### src/rtl/clk_tick_meter_pkg.sv
// ============================================================================
// Package     : clk_tick_pkg
// Description : Shared state encoding and default divided-clock periods for
//               clk_tick_meter.
// Revision    : 1.0 - initial release
// ============================================================================
`default_nettype none

package clk_tick_pkg;

    typedef enum logic [1:0] {
        S_IDLE = 2'd0,
        S_RUN  = 2'd1,
        S_LOST = 2'd2
    } state_e;

    // Nominal periods of the divider outputs, in 100 MHz cycles.
    localparam int unsigned C_PERIOD_1HZ   = 100_000_000;
    localparam int unsigned C_PERIOD_0HZ5  = 200_000_000;
    localparam int unsigned C_PERIOD_1KHZ  = 100_000;

endpackage

`default_nettype wire

### src/rtl/clk_tick_meter_sync_edge.sv
// ============================================================================
// Module      : sync_edge
// Description : Multi-flop synchronizer plus delay flop; flags rising and
//               falling edges of an asynchronous slow clock.
// Revision    : 1.0 - initial release
// ============================================================================
`default_nettype none

module sync_edge #(
    parameter int SYNC_STAGES = 2
) (
    input  logic clk_i,
    input  logic rst_ni,
    input  logic sig_i,
    output logic sync_o,
    output logic rise_o,
    output logic fall_o
);

    logic [SYNC_STAGES-1:0] sync_q;
    logic                   dly_q;

    always_ff @(posedge clk_i or negedge rst_ni) begin
        if (!rst_ni) begin
            sync_q <= '0;
            dly_q  <= 1'b0;
        end else begin
            sync_q <= {sync_q[SYNC_STAGES-2:0], sig_i};
            dly_q  <= sync_q[SYNC_STAGES-1];
        end
    end

    assign sync_o = sync_q[SYNC_STAGES-1];
    assign rise_o = sync_o & ~dly_q;
    assign fall_o = ~sync_o & dly_q;

endmodule

`default_nettype wire

### src/rtl/clk_tick_meter.sv
// ============================================================================
// Module      : clk_tick_meter
// Description : Rising-edge enable, period measurement and loss detection for
//               a slow divided clock. Macro CLK_TICK_METER_DUTY_EN adds
//               high-phase measurement on high_cnt.
// Revision    : 1.0 - initial release
// ============================================================================
`default_nettype none

module clk_tick_meter
    import clk_tick_pkg::*;
#(
    parameter int          CNT_W       = 32,
    parameter int          SYNC_STAGES = 2,
    parameter int unsigned TIMEOUT_CYC = C_PERIOD_1HZ,
    parameter int unsigned PERIOD_MIN  = 99_000_000,
    parameter int unsigned PERIOD_MAX  = 101_000_000
) (
    input  logic             clk_100m,
    input  logic             reset,
    input  logic             sig_in,
    output logic             rise_pulse,
    output logic [CNT_W-1:0] period_cnt,
    output logic             period_valid,
    output logic             in_range,
    output logic             lost,
    output logic [CNT_W-1:0] high_cnt
);

    localparam logic [CNT_W-1:0] C_TIMEOUT = CNT_W'(TIMEOUT_CYC);
    localparam logic [CNT_W-1:0] C_MIN     = CNT_W'(PERIOD_MIN);
    localparam logic [CNT_W-1:0] C_MAX     = CNT_W'(PERIOD_MAX);
    localparam logic [CNT_W-1:0] C_ONE     = CNT_W'(1);
    localparam logic [CNT_W-1:0] C_SAT     = '1;

    logic w_sync, w_rise, w_fall;

    sync_edge #(
        .SYNC_STAGES (SYNC_STAGES)
    ) u_sync_edge (
        .clk_i  (clk_100m),
        .rst_ni (reset),
        .sig_i  (sig_in),
        .sync_o (w_sync),
        .rise_o (w_rise),
        .fall_o (w_fall)
    );

    state_e           state_q, state_d;
    logic [CNT_W-1:0] cnt_q, cnt_d;
    logic [CNT_W-1:0] period_q, period_d;
    logic [CNT_W-1:0] high_q, high_d;
    logic             rise_q;
    logic             valid_q, valid_d;
    logic             in_range_q, in_range_d;
    logic             lost_q, lost_d;
    logic [CNT_W-1:0] w_cnt_inc;
    logic [CNT_W-1:0] w_high_report;

    assign w_cnt_inc = (cnt_q == C_SAT) ? cnt_q : cnt_q + C_ONE;

`ifdef CLK_TICK_METER_DUTY_EN
    logic [CNT_W-1:0] hi_cnt_q, hi_cnt_d;
    logic [CNT_W-1:0] hi_hold_q, hi_hold_d;
    logic             fall_seen_q, fall_seen_d;

    always_comb begin
        hi_cnt_d    = hi_cnt_q;
        hi_hold_d   = hi_hold_q;
        fall_seen_d = fall_seen_q;
        if (w_rise) begin
            hi_cnt_d    = C_ONE;
            fall_seen_d = 1'b0;
        end else if (w_sync && (hi_cnt_q != C_SAT)) begin
            hi_cnt_d = hi_cnt_q + C_ONE;
        end
        if (w_fall) begin
            hi_hold_d   = hi_cnt_q;
            fall_seen_d = 1'b1;
        end
    end

    always_ff @(posedge clk_100m or negedge reset) begin
        if (!reset) begin
            hi_cnt_q    <= '0;
            hi_hold_q   <= '0;
            fall_seen_q <= 1'b0;
        end else begin
            hi_cnt_q    <= hi_cnt_d;
            hi_hold_q   <= hi_hold_d;
            fall_seen_q <= fall_seen_d;
        end
    end

    // Without a fall since the last rise the whole period was high.
    assign w_high_report = fall_seen_q ? hi_hold_q : hi_cnt_q;
`else
    logic w_unused_duty;
    assign w_unused_duty = ^{w_sync, w_fall};
    assign w_high_report = '0;
`endif

    always_comb begin
        state_d    = state_q;
        cnt_d      = w_cnt_inc;
        period_d   = period_q;
        high_d     = high_q;
        valid_d    = 1'b0;
        in_range_d = in_range_q;
        lost_d     = lost_q;
        case (state_q)
            S_IDLE: begin
                cnt_d = '0;
                if (w_rise) begin
                    state_d = S_RUN;
                    cnt_d   = C_ONE;
                end
            end
            S_RUN: begin
                // A rise landing on the timeout cycle still counts as a period.
                if (w_rise) begin
                    period_d   = cnt_q;
                    high_d     = w_high_report;
                    valid_d    = 1'b1;
                    in_range_d = (cnt_q >= C_MIN) && (cnt_q <= C_MAX);
                    cnt_d      = C_ONE;
                end else if (cnt_q == C_TIMEOUT) begin
                    state_d    = S_LOST;
                    lost_d     = 1'b1;
                    in_range_d = 1'b0;
                end
            end
            S_LOST: begin
                if (w_rise) begin
                    state_d = S_RUN;
                    lost_d  = 1'b0;
                    cnt_d   = C_ONE;
                end
            end
            default: begin
                state_d = S_IDLE;
                cnt_d   = '0;
            end
        endcase
    end

    always_ff @(posedge clk_100m or negedge reset) begin
        if (!reset) begin
            state_q    <= S_IDLE;
            cnt_q      <= '0;
            period_q   <= '0;
            high_q     <= '0;
            rise_q     <= 1'b0;
            valid_q    <= 1'b0;
            in_range_q <= 1'b0;
            lost_q     <= 1'b0;
        end else begin
            state_q    <= state_d;
            cnt_q      <= cnt_d;
            period_q   <= period_d;
            high_q     <= high_d;
            rise_q     <= w_rise;
            valid_q    <= valid_d;
            in_range_q <= in_range_d;
            lost_q     <= lost_d;
        end
    end

    assign rise_pulse   = rise_q;
    assign period_cnt   = period_q;
    assign period_valid = valid_q;
    assign in_range     = in_range_q;
    assign lost         = lost_q;
    assign high_cnt     = high_q;

endmodule

`default_nettype wire

### config.mk
export PLATFORM = sky130hd
export DESIGN_NAME = clk_tick_meter
export DESIGN_NICKNAME = d
export VERILOG_FILES = /design/src/rtl/clk_tick_meter_pkg.sv /design/src/rtl/clk_tick_meter_sync_edge.sv /design/src/rtl/clk_tick_meter.sv
export SDC_FILE = /design/constraint.sdc
export NUM_CORES = 1
export LEC_CHECK = 0
export BUFFER_PORTS_ARGS = -buffer_cell sky130_fd_sc_hd__buf_2
export CAP_MARGIN = 10
export CELL_PAD_IN_SITES_DETAIL_PLACEMENT = 1
export CELL_PAD_IN_SITES_GLOBAL_PLACEMENT = 1
export CORE_ASPECT_RATIO = 1.1
export CORE_UTILIZATION = 47
export CTS_CLUSTER_DIAMETER = 150
export DETAILED_ROUTE_END_ITERATION = 16
export GPL_ROUTABILITY_DRIVEN = 0
export PLACE_DENSITY_LB_ADDON = 0.08
export SLEW_MARGIN = 20
export SYNTH_ARGS = -nofsm -noshare
export SYNTH_HDL_FRONTEND = slang
export SYNTH_SLANG_ARGS = --single-unit
### constraint.sdc
create_clock -name clk_100m -period 5.5 [get_ports clk_100m]
set_clock_uncertainty 0.05 [all_clocks]
set_input_delay 1.1 -clock clk_100m [delete_from_list [all_inputs] [get_ports clk_100m]]
set_output_delay 1.1 -clock clk_100m [all_outputs]
set_load 0.02 [all_outputs]
==> results.toml, run 1 <==
[run_status]
status = "finished, final reports clean"

[worst_setup_path]
reg2regPathDepth = 5
worst_setup_path_end_kind = "flip-flop"
timing.rr.end = "cnt_q[22]$_DFFE_PN0P_"
critPathLaunch = "cnt_q[14]$_DFFE_PN0P_"
path_max_fanout = 14
path_cells = "nand4_1 > nor4_4 > nor4b_4 > nor2_1 > a211oi_1"
r2r_start = "cnt_q[14]$_DFFE_PN0P_"
critPathCapture = "cnt_q[22]$_DFFE_PN0P_"
startpoint_type = "flip-flop"
slowest_stage = "dfrtp_1"
reg2reg_slack_ns = 2.84
cp.required_ns = 5.72
path_class = "reg2reg"
critPathArrivalTime_ns = 2.88
slowest_delay_ns = 0.61

[timing]
slew-limit-headroom_pct = 35.3
holdWs_ns = 0.304
drv_slew = 0
worst-slew-pin-transition_ns = 0.967
clock.fmax_mhz = 376
period_share_pct = 48.3
finalSetupTns_ns = 0
hold_viol = 0
rsz0062_at_grt = "no"
setup-violations-final = 0
period_needed_ns = 2.66

[clock_network]
cts_setup_buffers = 0
clkSlewWorstSetupHoldPaths_ns = 0.07
post_cts_resized = 0
cts_buffers = 9
clk_latency_ns = 0.36
hold_buffers = 0
htreeDepth = 3
numClockSinks = 73
cts_tree = "yes"
cts_root_buf = "clkbuf_8"
clock_path_buffers = 2

[power]
power.share.clock_pct = 39.1
p_leak_nw = 2.14
switching_share_pct = 29.5
netSwitchingPower_w = 0.000389
pwr-share-comb_pct = 17.5
p_total_w = 0.00132
vdd_drop_max_v = 0.000141
p_int_w = 0.000929
p_per_area_nw_per_um2 = 300
seq_power_share_pct = 43.5

[logic_synthesis]
yosys-top-cells-area = "dfrtp_1 45%, mux2_2 7.3%, buf_4 6.3%, o21ai_0 3.6%, o31ai_1 3.4%"
synth_edf_count = 0
async_flop_share_pct = 100
yosysSeqAreaShare_pct = 45.3
ys_ff_latch = 73
synth_ff_type = "dfrtp_1"
netlist.area_leader.share_pct = 45.3
synth_area_um2 = 4030
synth_top_area_cell = "dfrtp_1"
synth_cell_type_count = 57
syn_inst = 403
syn_avg_cell_area_um2 = 10.0
yosys_warnings = 0

[die]
io_pins = 71
std_cell_rows = 35
die_w_um = 90.3
dieArea_um2 = 8950
die_h_um = 99.1
initial_utilization_pct = 48.2
core_um2 = 8360

[global_routing]
track_usage_pct = 23.3
grt_first_pass_wirelength_um = 16300
overflow = 0
grt_pass1_vias = 3173
grt_max_degree = 74
antenna_found_initial = 0

[layout]
drive_above_1_share_pct = 22.5
syn_to_final_growth_pct = 9.10
final_util_pct = 52.6
antenna_cells = 0
final_nets = 439
final_cells = 546

[detailed_routing]
vias = 3146
remaining_drc_errors = 0
first_pass_iters = 4
routed_via_density = 5.76
wl_um = 9720
drtIter0Drc = 187
wl_per_cell_um = 17.8
detail-route-antenna-nets = 0

[worst_hold_path]
min_path_type = "reg2reg"

[place]
portBuffers = 38
dp.cells = 529
hpwl_um = 6580

[run]
drv_cap = 0
## sequential cells by signal, indices dropped and copies added (netlist names)
signal,cells
state_q,2
u_sync_edge.dly_q,1
rise_pulse,1
in_range,1
cnt_q,32
period_valid,1
period_cnt,32
lost,1
u_sync_edge.sync_q,2
## critical path: cells and delay by family (launching register included)
family / cells / cell delay (ns)
DFF: 1 / 0.61
AOI/OAI and AO/OA: 1 / 0.23
and+or+nand+nor: 4 / 1.67
## area by class of cell
class	count	area, um2
well taps	111	139
clock inverters	6	105
repair buffers	41	223
fillers	970	3970
clock buffers	10	138
flip-flops and latches	73	1830
multi-input cells	294	1920
inverters	11	41.3
## cells in the final DEF (no fill, tap or decap), types with 2 or more instances in the layout
master	count
dfrtp_1	73
buf_2	37
nand2_1	34
conb_1	32
o21ai_0	29
mux2_2	26
a21oi_1	22
o31ai_1	18
nand3_1	16
nor2_1	14
nand4_1	12
inv_1	11
or4_1	10
nor3_1	10
clkbuf_8	10
a31oi_1	6
ha_1	6
or3_1	5
nor4_1	5
and3_1	3
nor4bb_1	3
clkinv_2	3
bufinv_16	3
buf_4	3
nand2b_1	2
and2_1	2
nor4_4	2
nor4b_4	2
o211ai_1	2
o21ai_2	2
a211o_1	2
and4b_1	2
a21o_1	2
## synthesized netlist by cell type, drive strengths merged (3+ instances only)
master,count
nand3,17
or4,10
o21ai,32
clkbuf,10
nor3,11
nor4,7
nand2,34
buf,46
nor4b,3
inv,11
nor2,15
and3,3
a21oi,22
nand4,13
o31ai,19
dfrtp,73
a31oi,6
mux2,26
or3,5
nor4bb,3
ha,6
## power groups by stage
stage,clock network (W),logic [W],registers (W)
final,0.000515,0.000230,0.000573
after CTS,0.000527,0.000234,0.000573
after global placement,0,0.000224,0.000582
after floorplan,0,0.000176,0.000589
after global routing,0.000548,0.000260,0.000576
after detailed placement,0,0.000232,0.000584
## per-layer routing
metal / part of all wire (%) / GRT usage (%) / vias up
li1: - / - / 1469
met1: 45 / 29.2 / 1605
met2: 50 / 40.3 / 58
met3: 3.0 / 4.13 / 14
met4: 1.8 / 9.31 / 0
met5: 0 / 0 / -
## how the worst min path moves through the flow
stage / startpoint / to / slack (ns) / depth (start not counted)
floorplan: u_sync_edge.sync_q[0]$_DFF_PN0_ / u_sync_edge.sync_q[1]$_DFF_PN0_ / 0.28 / 0
global placement: u_sync_edge.sync_q[0]$_DFF_PN0_ / u_sync_edge.sync_q[1]$_DFF_PN0_ / 0.29 / 0
detailed placement: u_sync_edge.sync_q[0]$_DFF_PN0_ / u_sync_edge.sync_q[1]$_DFF_PN0_ / 0.29 / 0
CTS: u_sync_edge.sync_q[0]$_DFF_PN0_ / u_sync_edge.sync_q[1]$_DFF_PN0_ / 0.31 / 0
global route: u_sync_edge.sync_q[0]$_DFF_PN0_ / u_sync_edge.sync_q[1]$_DFF_PN0_ / 0.32 / 0
finish: u_sync_edge.sync_q[0]$_DFF_PN0_ / u_sync_edge.sync_q[1]$_DFF_PN0_ / 0.30 / 0
## through the flow
step,cell area (um2),setup slack (ns)
after global placement,4130,2.73
after global routing,4400,2.56
after floorplan,4150,3.38
after CTS,4380,2.60
after detailed placement,4130,2.64
final,4400,2.84
## kinds of logic (layout without fill, tap and decap cells)
kind of cell	count (synthesis)	after routing	share of synthesized area [%]
compound gates	92	92	14.3
xor+xnor	2	2	0.435
buf+inv	67	68	9.94
fa+ha+maj	6	6	1.86
simple gates	136	136	20.8
other cells	1	32	0.0931
mux	26	26	7.27
flops	73	73	45.3
(Power assumes the default switching activity.)
==> run 2: changes to the inputs <==
Settings changed: CORE_UTILIZATION 47 to 39.
Clock period 5.5 ns to 2.4 ns, I/O delays scaled along.
==> run 2 against run 1 <==
Compared with the run above: die area is 20% higher; first-iteration DRC count fell by 37%; core utilization decreased by 5.6 points; cell count up 8.8%; clock-buffer cell count up 3; clock power is 75% higher; largest cell class unchanged; largest power group unchanged.
==> results.toml, run 2 (synthesis results as in run 1) <==
[worst_setup_path]
cp_top_family = "simple AND/OR/NAND/NOR gates"
path_cells = "ha_1 > nand3_2 > or3_4 > nor4b_4 > buf_4 > buf_4 > nor3_1 > a211o_1"
path_max_fanout = 7
startpoint_type = "flip-flop"
r2r_start = "cnt_q[0]$_DFFE_PN0P_"
critPathLaunch = "cnt_q[0]$_DFFE_PN0P_"
slowest_stage = "or3_4"
slowest_delay_ns = 0.46
cp.required_ns = 2.60
worst_setup_path_end_kind = "flip-flop"
critPathMostFrequentCell = "buf_4"
path_class = "reg2reg"
critPathArrivalTime_ns = 2.44
cp_num_buf_inv = 2

[layout]
final_area_um2 = 4670
drive_above_1_share_pct = 29.1
seq_area_um2 = 1830
final_nets = 481
layout_common_cells = "73 x dfrtp_1, 44 x buf_4, 37 x buf_2, 34 x nand2_1, 32 x conb_1"
multi_input_area_um2 = 1940
fillCellCount = 1165
antenna_cells = 0
syn_to_final_growth_pct = 15.8
final_util_pct = 47.0
final_common_cell = "dfrtp_1"

[global_routing]
grt_max_degree = 74
use_met1_pct = 27.8
grt_pass1_vias = 3267
busiest_layer = "met2"
track_usage_pct = 21.2
grt_first_pass_wirelength_um = 17300
overflow = 0
grt_util_met2_pct = 35.2
use_met3_pct = 3.49
antenna_found_initial = 0

[timing]
hold_viol = 0
worst-slew-pin-transition_ns = 0.664
drv_slew = 0
period_needed_ns = 2.24
finalSetupTns_ns = 0
slew-limit-headroom_pct = 55.6
clock.fmax_mhz = 446
setup-violations-final = 0
period_share_pct = 93.3
rsz0062_at_grt = "no"

[place]
hpwl_um = 7630
post_dp_cell_area_um2 = 4440
portBuffers = 38

[power]
p_per_area_nw_per_um2 = 603
p_leak_nw = 2.32
vdd_drop_max_v = 0.000230

[detailed_routing]
drtIter0Drc = 117
wl_per_cell_um = 18.1
detail-route-antenna-nets = 0
vias = 3240
routed_via_density = 5.45
remaining_drc_errors = 0
first_pass_iters = 4
wl_um = 10800

[clock_network]
cts_buffers = 9
cts_root_buf = "clkbuf_8"
cts_tree = "yes"
clkSlewWorstSetupHoldPaths_ns = 0.08
htreeDepth = 3
clk_latency_ns = 0.36
hold_buffers = 0
numClockSinks = 73
clock_path_buffers = 2

[die]
core_um2 = 9940
io_pins = 71
initial_utilization_pct = 40.5
die_w_um = 98.9
dieArea_um2 = 10700
std_cell_rows = 38
die_h_um = 109

[worst_hold_path]
min_path_type = "in2async"

[run_status]
status = "finished, final reports clean"

[run]
drv_cap = 0
## run 2: cell type report
class	instances	share of cell area, %
multi-input cells	295	41.6
clock buffers	13	3.62
inverters	11	0.885
flip-flops and latches	73	39.2
well taps	120	3.22
repair buffers	82	11.5
## run 2: final timing paths
kind | slack [ns] | endpoint | cells past startpoint
hold reg to reg | 0.31 | u_sync_edge.sync_q[1]$_DFF_PN0_ | 0
min in group clk_100m | 0.17 | u_sync_edge.sync_q[0]$_DFF_PN0_ | 1
setup reg to reg | 0.16 | cnt_q[0]$_DFFE_PN0P_ | 8
setup / recovery | 0.16 | cnt_q[0]$_DFFE_PN0P_ | 8
max in group asynchronous | 1.90 | period_cnt[18]$_DFFE_PN0P_ | 2
hold / removal | 0.08 | u_sync_edge.dly_q$_DFF_PN0_ | 2
## run 2: repair_timing
item	4_1_cts	5_1_grt
setup endpoints to repair	0	22
setup buffers	0	4
gates resized for setup	0	3
## run 2: per-stage QoR
stage	hold WS, ns	power (W)	instances	setup WS, ns
floorplan	0.134	0.00175	434	0.278
global placement	0.287	0.00189	576	0.117
detailed placement	0.301	0.00192	576	0.0946
CTS	0.0976	0.00283	589	0.0515
global route	0.112	0.00294	594	0.0390
finish	0.0829	0.00281	594	0.160
## run 2: per-layer routing
layer / wire length, um / share of wire [%]
met1: 5030 / 47
met2: 5230 / 49
met3: 338 / 3.1
met4: 159 / 1.5
met5: 0 / 0
## run 2: worst reg2reg max path, delay by kind of cell (launching register included)
kind	cells	cell delay, ns
adder cells (fa/ha/maj)	1	0.24
buffers and inverters	2	0.29
AND/OR/NAND/NOR	4	0.90
AO/OA/AOI/OAI	1	0.23
flip-flops	1	0.42
## run 2: power breakdown
group          total (W)  switching (W)  internal (W)
clock           0.000900       0.000455      0.000445
combinational   0.000599       0.000415      0.000184
sequential       0.00131      0.0000418       0.00127
